File: src/rtl/xillybus_mem_bank_if.sv
// Host stream pair (mem read / mem write / seek) plus the application-side
// port of xillybus_mem_bank. master = host + application side, slave = bank.
interface xillybus_mem_bank_if #(
  parameter int DATA_W = 8,
  parameter int ADDR_W = 5
);
  logic              user_r_mem_rden;
  logic [DATA_W-1:0] user_r_mem_data;
  logic              user_r_mem_empty;
  logic              user_r_mem_eof;
  logic              user_r_mem_open;
  logic              user_w_mem_wren;
  logic [DATA_W-1:0] user_w_mem_data;
  logic              user_w_mem_full;
  logic              user_w_mem_open;
  logic [ADDR_W-1:0] user_mem_addr;
  logic              user_mem_addr_update;
  logic [ADDR_W-1:0] app_addr;
  logic              app_wren;
  logic [DATA_W-1:0] app_wdata;
  logic [DATA_W-1:0] app_rdata;
  logic              app_collision;

  modport master (
    output user_r_mem_rden, user_r_mem_open,
    input  user_r_mem_data, user_r_mem_empty, user_r_mem_eof,
    output user_w_mem_wren, user_w_mem_data, user_w_mem_open,
    input  user_w_mem_full,
    output user_mem_addr, user_mem_addr_update,
    output app_addr, app_wren, app_wdata,
    input  app_rdata, app_collision
  );

  modport slave (
    input  user_r_mem_rden, user_r_mem_open,
    output user_r_mem_data, user_r_mem_empty, user_r_mem_eof,
    input  user_w_mem_wren, user_w_mem_data, user_w_mem_open,
    output user_w_mem_full,
    input  user_mem_addr, user_mem_addr_update,
    input  app_addr, app_wren, app_wdata,
    output app_rdata, app_collision
  );
endinterface

File: src/rtl/xillybus_mem_bank.sv
// Host-addressable memory bank behind a Xillybus seekable stream pair with a
// shared auto-incrementing pointer, a read prefetch stage and a second
// application-side port on the same storage.
// Optional: define XILLY_MEM_EOF_EN to stop the pointer at the last word
// (read reports eof, write reports full) instead of wrapping.
module xillybus_mem_bank #(
  parameter int DATA_W    = 8,
  parameter int ADDR_W    = 5,
  parameter int INIT_ZERO = 1
) (
  input  logic               bus_clk,
  input  logic               user_reset,
  xillybus_mem_bank_if.slave mem_if
);
  localparam int DEPTH = 2 ** ADDR_W;

  typedef enum logic [1:0] {
    S_IDLE,
    S_FETCH,
    S_VALID
`ifdef XILLY_MEM_EOF_EN
    , S_END
`endif
  } rd_state_t;

  // Power-up contents only; reset never touches the array.
  logic [DATA_W-1:0] mem [DEPTH] = '{default: {DATA_W{(INIT_ZERO != 0) ? 1'b0 : 1'bx}}};

  rd_state_t         rd_state;
  logic [ADDR_W-1:0] ptr;
  logic [DATA_W-1:0] rd_data;
  logic [DATA_W-1:0] app_rdata_q;
  logic              empty_q;
  logic              eof_q;
  logic              full_q;
  logic              r_open_d;
  logic              collision_q;

  logic host_wr;
  logic same_addr;
  logic app_wr;
  logic app_hits_ptr;
  logic rd_pop;
  logic ptr_last;

  assign ptr_last     = &ptr;
  assign same_addr    = (mem_if.app_addr == ptr);
  assign host_wr      = mem_if.user_w_mem_wren && mem_if.user_w_mem_open && !full_q
                        && !mem_if.user_mem_addr_update && !user_reset;
  assign app_wr       = mem_if.app_wren && !(host_wr && same_addr);
  assign app_hits_ptr = app_wr && same_addr;
  assign rd_pop       = mem_if.user_r_mem_rden && mem_if.user_r_mem_open
                        && (rd_state == S_VALID) && !mem_if.user_mem_addr_update && !host_wr;

  assign mem_if.user_r_mem_data  = rd_data;
  assign mem_if.user_r_mem_empty = empty_q;
  assign mem_if.user_r_mem_eof   = eof_q;
  assign mem_if.user_w_mem_full  = full_q;
  assign mem_if.app_rdata        = app_rdata_q;
  assign mem_if.app_collision    = collision_q;

  // Storage writes: host wins over the application port on an address clash.
  always_ff @(posedge bus_clk) begin
    if (app_wr) mem[mem_if.app_addr] <= mem_if.app_wdata;
    if (host_wr) mem[ptr] <= mem_if.user_w_mem_data;
  end

  // Application read port (old data on read-during-write) and collision flag.
  always_ff @(posedge bus_clk) begin
    if (user_reset) begin
      app_rdata_q <= '0;
      collision_q <= 1'b0;
    end else begin
      app_rdata_q <= mem[mem_if.app_addr];
      collision_q <= mem_if.app_wren && host_wr && same_addr;
    end
  end

  // Shared pointer, write back-pressure and read prefetch state machine.
  always_ff @(posedge bus_clk) begin
    if (user_reset) begin
      ptr      <= '0;
      rd_state <= S_IDLE;
      empty_q  <= 1'b1;
      eof_q    <= 1'b0;
      rd_data  <= '0;
      full_q   <= 1'b1;
      r_open_d <= 1'b0;
    end else begin
      r_open_d <= mem_if.user_r_mem_open;

      if (mem_if.user_mem_addr_update) begin
        ptr <= mem_if.user_mem_addr;
      end else if (host_wr || rd_pop) begin
`ifdef XILLY_MEM_EOF_EN
        if (!ptr_last) ptr <= ptr + 1'b1;
`else
        ptr <= ptr + 1'b1;
`endif
      end

`ifdef XILLY_MEM_EOF_EN
      if (mem_if.user_mem_addr_update || !mem_if.user_w_mem_open) full_q <= 1'b0;
      else if (host_wr && ptr_last) full_q <= 1'b1;
`else
      full_q <= 1'b0;
`endif

      if (!mem_if.user_r_mem_open) begin
        rd_state <= S_IDLE;
        empty_q  <= 1'b1;
        eof_q    <= 1'b0;
      end else if (mem_if.user_mem_addr_update || host_wr) begin
        rd_state <= S_FETCH;
        empty_q  <= 1'b1;
        eof_q    <= 1'b0;
      end else begin
        case (rd_state)
          S_IDLE: begin
            if (!r_open_d) rd_state <= S_FETCH;
          end
          // An app write landing on ptr during the fetch would make the
          // captured word stale, so the fetch is simply repeated.
          S_FETCH: begin
            rd_data <= mem[ptr];
            if (!app_hits_ptr) begin
              rd_state <= S_VALID;
              empty_q  <= 1'b0;
            end
          end
          S_VALID: begin
            if (rd_pop) begin
`ifdef XILLY_MEM_EOF_EN
              if (ptr_last) begin
                rd_state <= S_END;
                eof_q    <= 1'b1;
              end else begin
                rd_state <= S_FETCH;
              end
`else
              rd_state <= S_FETCH;
`endif
              empty_q <= 1'b1;
            end else if (app_hits_ptr) begin
              rd_state <= S_FETCH;
              empty_q  <= 1'b1;
            end
          end
`ifdef XILLY_MEM_EOF_EN
          S_END: begin
            rd_state <= S_END;
          end
`endif
          default: begin
            rd_state <= S_IDLE;
            empty_q  <= 1'b1;
          end
        endcase
      end
    end
  end
endmodule

File: src/flat_wrapper.sv
// flat-port wrapper written by rule: the top's interface ports become plain ports
module xillybus_mem_bank_flat 
#(
  parameter int DATA_W    = 8,
  parameter int ADDR_W    = 5,
  parameter int INIT_ZERO = 1
)
  (bus_clk, user_reset, mem_if_user_r_mem_rden, mem_if_user_r_mem_open, mem_if_user_r_mem_data, mem_if_user_r_mem_empty, mem_if_user_r_mem_eof, mem_if_user_w_mem_wren, mem_if_user_w_mem_data, mem_if_user_w_mem_open, mem_if_user_w_mem_full, mem_if_user_mem_addr, mem_if_user_mem_addr_update, mem_if_app_addr, mem_if_app_wren, mem_if_app_wdata, mem_if_app_rdata, mem_if_app_collision);
  xillybus_mem_bank_if #(.DATA_W(DATA_W), .ADDR_W(ADDR_W)) mem_if_i ();
  input  logic bus_clk;
  input  logic user_reset;
  input wire logic [$bits(mem_if_i.user_r_mem_rden)-1:0] mem_if_user_r_mem_rden;
  input wire logic [$bits(mem_if_i.user_r_mem_open)-1:0] mem_if_user_r_mem_open;
  output wire logic [$bits(mem_if_i.user_r_mem_data)-1:0] mem_if_user_r_mem_data;
  output wire logic [$bits(mem_if_i.user_r_mem_empty)-1:0] mem_if_user_r_mem_empty;
  output wire logic [$bits(mem_if_i.user_r_mem_eof)-1:0] mem_if_user_r_mem_eof;
  input wire logic [$bits(mem_if_i.user_w_mem_wren)-1:0] mem_if_user_w_mem_wren;
  input wire logic [$bits(mem_if_i.user_w_mem_data)-1:0] mem_if_user_w_mem_data;
  input wire logic [$bits(mem_if_i.user_w_mem_open)-1:0] mem_if_user_w_mem_open;
  output wire logic [$bits(mem_if_i.user_w_mem_full)-1:0] mem_if_user_w_mem_full;
  input wire logic [$bits(mem_if_i.user_mem_addr)-1:0] mem_if_user_mem_addr;
  input wire logic [$bits(mem_if_i.user_mem_addr_update)-1:0] mem_if_user_mem_addr_update;
  input wire logic [$bits(mem_if_i.app_addr)-1:0] mem_if_app_addr;
  input wire logic [$bits(mem_if_i.app_wren)-1:0] mem_if_app_wren;
  input wire logic [$bits(mem_if_i.app_wdata)-1:0] mem_if_app_wdata;
  output wire logic [$bits(mem_if_i.app_rdata)-1:0] mem_if_app_rdata;
  output wire logic [$bits(mem_if_i.app_collision)-1:0] mem_if_app_collision;
  assign mem_if_i.user_r_mem_rden = mem_if_user_r_mem_rden;
  assign mem_if_i.user_r_mem_open = mem_if_user_r_mem_open;
  assign mem_if_user_r_mem_data = mem_if_i.user_r_mem_data;
  assign mem_if_user_r_mem_empty = mem_if_i.user_r_mem_empty;
  assign mem_if_user_r_mem_eof = mem_if_i.user_r_mem_eof;
  assign mem_if_i.user_w_mem_wren = mem_if_user_w_mem_wren;
  assign mem_if_i.user_w_mem_data = mem_if_user_w_mem_data;
  assign mem_if_i.user_w_mem_open = mem_if_user_w_mem_open;
  assign mem_if_user_w_mem_full = mem_if_i.user_w_mem_full;
  assign mem_if_i.user_mem_addr = mem_if_user_mem_addr;
  assign mem_if_i.user_mem_addr_update = mem_if_user_mem_addr_update;
  assign mem_if_i.app_addr = mem_if_app_addr;
  assign mem_if_i.app_wren = mem_if_app_wren;
  assign mem_if_i.app_wdata = mem_if_app_wdata;
  assign mem_if_app_rdata = mem_if_i.app_rdata;
  assign mem_if_app_collision = mem_if_i.app_collision;
  xillybus_mem_bank #(.DATA_W(DATA_W), .ADDR_W(ADDR_W), .INIT_ZERO(INIT_ZERO)) u_core (.bus_clk(bus_clk), .user_reset(user_reset), .mem_if(mem_if_i));
endmodule
File: config.mk
export PLATFORM = sky130hd
export DESIGN_NAME = xillybus_mem_bank_flat
export DESIGN_NICKNAME = d
export VERILOG_FILES = /design/src/rtl/xillybus_mem_bank_if.sv /design/src/rtl/xillybus_mem_bank.sv /design/src/flat_wrapper.sv
export SDC_FILE = /design/constraint.sdc
export NUM_CORES = 1
export LEC_CHECK = 0
export BUFFER_PORTS_ARGS = -buffer_cell sky130_fd_sc_hd__buf_2
export CAP_MARGIN = 20
export CORE_MARGIN = 4
export CORE_UTILIZATION = 60
export CTS_BUF_LIST = sky130_fd_sc_hd__clkbuf_8
export DETAILED_ROUTE_END_ITERATION = 10
export PLACE_DENSITY = 0.86
export SLEW_MARGIN = 5
export SYNTH_ARGS = -nofsm -noshare
export SYNTH_HDL_FRONTEND = slang
export SYNTH_SLANG_ARGS = --single-unit
export TNS_END_PERCENT = 5
File: constraint.sdc
create_clock -name bus_clk -period 6.2 [get_ports bus_clk]
set_input_delay 0.93 -clock bus_clk [delete_from_list [all_inputs] [get_ports bus_clk]]
set_output_delay 0.93 -clock bus_clk [all_outputs]
set_load 0.1 [all_outputs]
==> out/summary.txt <==
ROUTE
--------------------------------------------------------------------------------
DR vias ...........................................................        11471
Pre-Repair DR Iteration Count .....................................            6
Iter 0 DRT Violations .............................................         1921
Post-detailed-route DRC marker count ..............................            0
Remaining antenna violation count .................................            0
Final WL ..........................................................     48100 um
Routed wire per std cell ..........................................      31.8 um
Via-to-Cell Ratio .................................................         7.58

FLOORPLANNING
--------------------------------------------------------------------------------
Area enclosed by the die boundary .................................    30300 um2
Core Box Area .....................................................    27000 um2
Row cnt ...........................................................           60
Number of top-level pins ..........................................           54
Die height ........................................................       174 um
Die Width .........................................................       174 um
Starting Density ..................................................        61.2%

TIMING
--------------------------------------------------------------------------------
Hold Fails Final Rpt ..............................................            0
Final min period ..................................................      3.88 ns
Count of pins over their slew limit ...............................            0
Final Cycle Share .................................................        62.5%
Final-report setup violation count ................................            0
Setup tns final ...................................................         0 ns
Setup repair after global routing missed its margin ...............           no
Worst-Margin Slew .................................................      1.06 ns
Final setup margin ................................................      2.32 ns
Post-route clock skew .............................................    0.0258 ns
Slew HR ...........................................................        28.4%
Fmax ..............................................................      258 MHz

LAYOUT
--------------------------------------------------------------------------------
Post-layout instance area .........................................    17800 um2
Final core utilization ............................................        65.9%
Filler cell count .................................................         1830
Commonest non-fill, non-tap cell in the layout .................... sky130_fd_sc_hd__mux2_2
Antenna cells .....................................................            0
Post-layout net count .............................................         1176
Commonest cells after routing, fill and taps aside ................ 257 x sky130_fd_sc_hd__mux2_2, 256 x sky130_fd_sc_hd__edfxtp_1, 108 x sky130_fd_sc_hd__mux4_2
Area added between synthesis and finish ...........................        7.76%
Ratio of cells with drive above 1 in the final layout .............        47.3%

PWR
--------------------------------------------------------------------------------
Power per standard cell area ......................................   236 nW/um2
Worst vdd rail ir drop ............................................     0.166 mV
Total power of the final layout ...................................      4.20 mW
Leakage power of the design .......................................      5.94 nW

CRITICAL PATH
--------------------------------------------------------------------------------
Nature of the critical path endpoint ..............................         flop
Worst Path Arrival ................................................      4.12 ns
Cell repeated most along the worst path ........................... sky130_fd_sc_hd__buf_4
Cell family contributing the most delay on the critical path ...... buffers and inverters
Chain of cells forming the critical path .......................... buf_4 -> buf_4 -> ha_1 -> and2_1 -> nand2_2 -> o21ai_0 -> buf_2
Critical Path Slowest Stage Cell .................................. sky130_fd_sc_hd__buf_4
Class of the most critical setup path ............................. flop to flop
Buffers and inverters on the worst path ...........................            3
Launching element type of the critical path .......................         flop
Maximum fanout along the worst path ...............................           41
Longest individual stage delay on the worst path ..................      0.67 ns
Worst path required time ..........................................      6.44 ns

LOGIC SYNTHESIS
--------------------------------------------------------------------------------
Unique cell type count in the Yosys netlist .......................           56
Post-Syn Area .....................................................    16500 um2
Synthesis Warnings ................................................            0
Most used flip-flop cell after synthesis .......................... sky130_fd_sc_hd__edfxtp_1
Share of synthesized flip-flops with an asynchronous set or reset .           0%
Number of flops mapped to enable cells by yosys ...................          256
Number of cells produced by synthesis .............................         1110
Number of nets in the synthesized netlist .........................         1148
Mapped Avg Cell Area ..............................................     14.9 um2
Seq/Total Area, Yosys .............................................        49.8%
Synthesized flop and latch total ..................................          283

HOLD PATH
--------------------------------------------------------------------------------
Hold Crit Class ................................................... flop to flop

PLACED DESIGN
--------------------------------------------------------------------------------
Number of port buffers ............................................           52
Gp weighted congestion ............................................        0.991
Post-placement worst setup slack ..................................      1.73 ns
Final HPWL from detailed placement ................................     31600 um
Post-Place Cell Area ..............................................    17000 um2

GLOBAL ROUTE
--------------------------------------------------------------------------------
First-pass GRT wire length ........................................     72200 um
Total grt overflow ................................................            0
Global routing usage summed across all routing layers .............        31.5%
Number of antenna violations at the first check in global routing .            0
Via count of the first global-routing pass ........................        11106
Largest net degree at the start of global routing .................           69

CLOCKING
--------------------------------------------------------------------------------
Clock latency reported for the late side of the worst-skew pair ...      0.57 ns
Root buffer cell .................................................. sky130_fd_sc_hd__clkbuf_8
Bufs on Longest Clock Path ........................................            3
TritonCTS clock tree ..............................................        built
Clock Pin Slew Worst Setup and Hold Paths .........................      0.06 ns
Number of clock sinks seen by CTS .................................          283
Number of clock buffers inserted by TritonCTS .....................           46
H-tree Lvls .......................................................            2
Hold buffer count at cts ..........................................            0
Post-CTS setup buffer count .......................................            0
Resize count post-CTS .............................................            0

STATUS
--------------------------------------------------------------------------------
Run status ........................................................ finished clean

RUN
--------------------------------------------------------------------------------
Max-cap check violation count .....................................            0

==> cell families after synthesis <==
logic type,after synthesis,share of synthesized area [%]
AO/OA/AOI/OAI,138,6.11
XOR/XNOR,5,0.265
adder cells (fa/ha/maj),4,0.303
buffers and inverters,115,3.33
flip-flops,283,49.8
multiplexers,405,34.7
other,1,0.0227
AND/OR/NAND/NOR,159,5.56
==> metrics by stage <==
step | cells | hold slack, ns
finish | 1513 | 0.503
global placement | 1425 | 0.486
detailed placement | 1425 | 0.501
global route | 1513 | 0.521
CTS | 1507 | 0.510
floorplan | 1110 | 0.474
==> power by group <==
group	switching, mW	internal (mW)
clock network	0.746	0.757
logic	0.351	0.214
registers	0.0250	2.11
==> synthesized netlist by cell type, drive strengths merged, types with 3 or more instances <==
library cell,instances,area [um2]
clkbuf,68,255
dfxtp,27,541
nor3,11,60.1
a221oi,14,123
mux4,108,2430
nor3b,4,40.0
nand2b,3,18.8
o21ai,14,70.1
a211oi,5,37.5
o32ai,4,35.0
xnor2,5,43.8
a22o,11,96.3
mux2i,37,370
nand4b,5,43.8
nand4bb,5,56.3
o31ai,25,188
nor4,3,25.0
nand2,58,298
a311oi,6,52.6
ha,4,50.1
a21oi,8,40.0
o22ai,13,81.3
nor2,26,100
a22oi,23,173
mux2,260,2930
and3,4,25.0
and2,9,56.3
inv,4,15.0
buf,43,280
nand3,15,75.1
a31oi,9,56.3
edfxtp,256,7690
==> cell type report <==
type / count / area, um2 / share of cell area, %
repair buffers: 91 / 541 / 3.03
inverters: 4 / 15.0 / 0.0843
well taps: 341 / 427 / 2.39
multi-input cells: 712 / 7770 / 43.6
flip-flops and latches: 283 / 8240 / 46.2
clock buffers: 48 / 661 / 3.71
clock inverters: 34 / 169 / 0.948
==> worst paths after layout <==
path,start,endpoint,slack [ns],cells past startpoint
worst min register to register,u_core.mem_if.user_r_mem_data[1],u_core.mem_if.user_r_mem_data[1],0.50,2
worst max register to register,u_core.ptr[1],u_core.mem[18][0],2.32,7
worst min-delay path,u_core.mem_if.user_r_mem_data[1],u_core.mem_if.user_r_mem_data[1],0.50,2
worst max-delay path,u_core.ptr[1],u_core.mem[18][0],2.32,7
==> metal layers <==
metal / part of all wire [%] / track usage, %
met1: 36 / 43.4
met2: 46 / 47.6
met3: 14 / 8.57
met4: 5.1 / 13.9
met5: 0 / 0
==> worst reg2reg max path: cells and delay by family, from the launching register on <==
family,cells,cell delay [ns]
flops,1,0.58
buf+inv,3,1.53
simple gates,2,0.95
fa+ha+maj,1,0.26
compound gates,1,0.26
==> flip-flops by register name (all words and copies together), names as in the netlist <==
signal / flops
u_core.mem_if.app_collision: 1
u_core.mem_if.app_rdata: 8
u_core.mem: 256
u_core.ptr: 5
u_core.mem_if.user_w_mem_full: 1
u_core.r_open_d: 1
u_core.mem_if.user_r_mem_empty: 1
u_core.rd_state: 2
u_core.mem_if.user_r_mem_data: 8
Power figures use the tool's default switching activity.
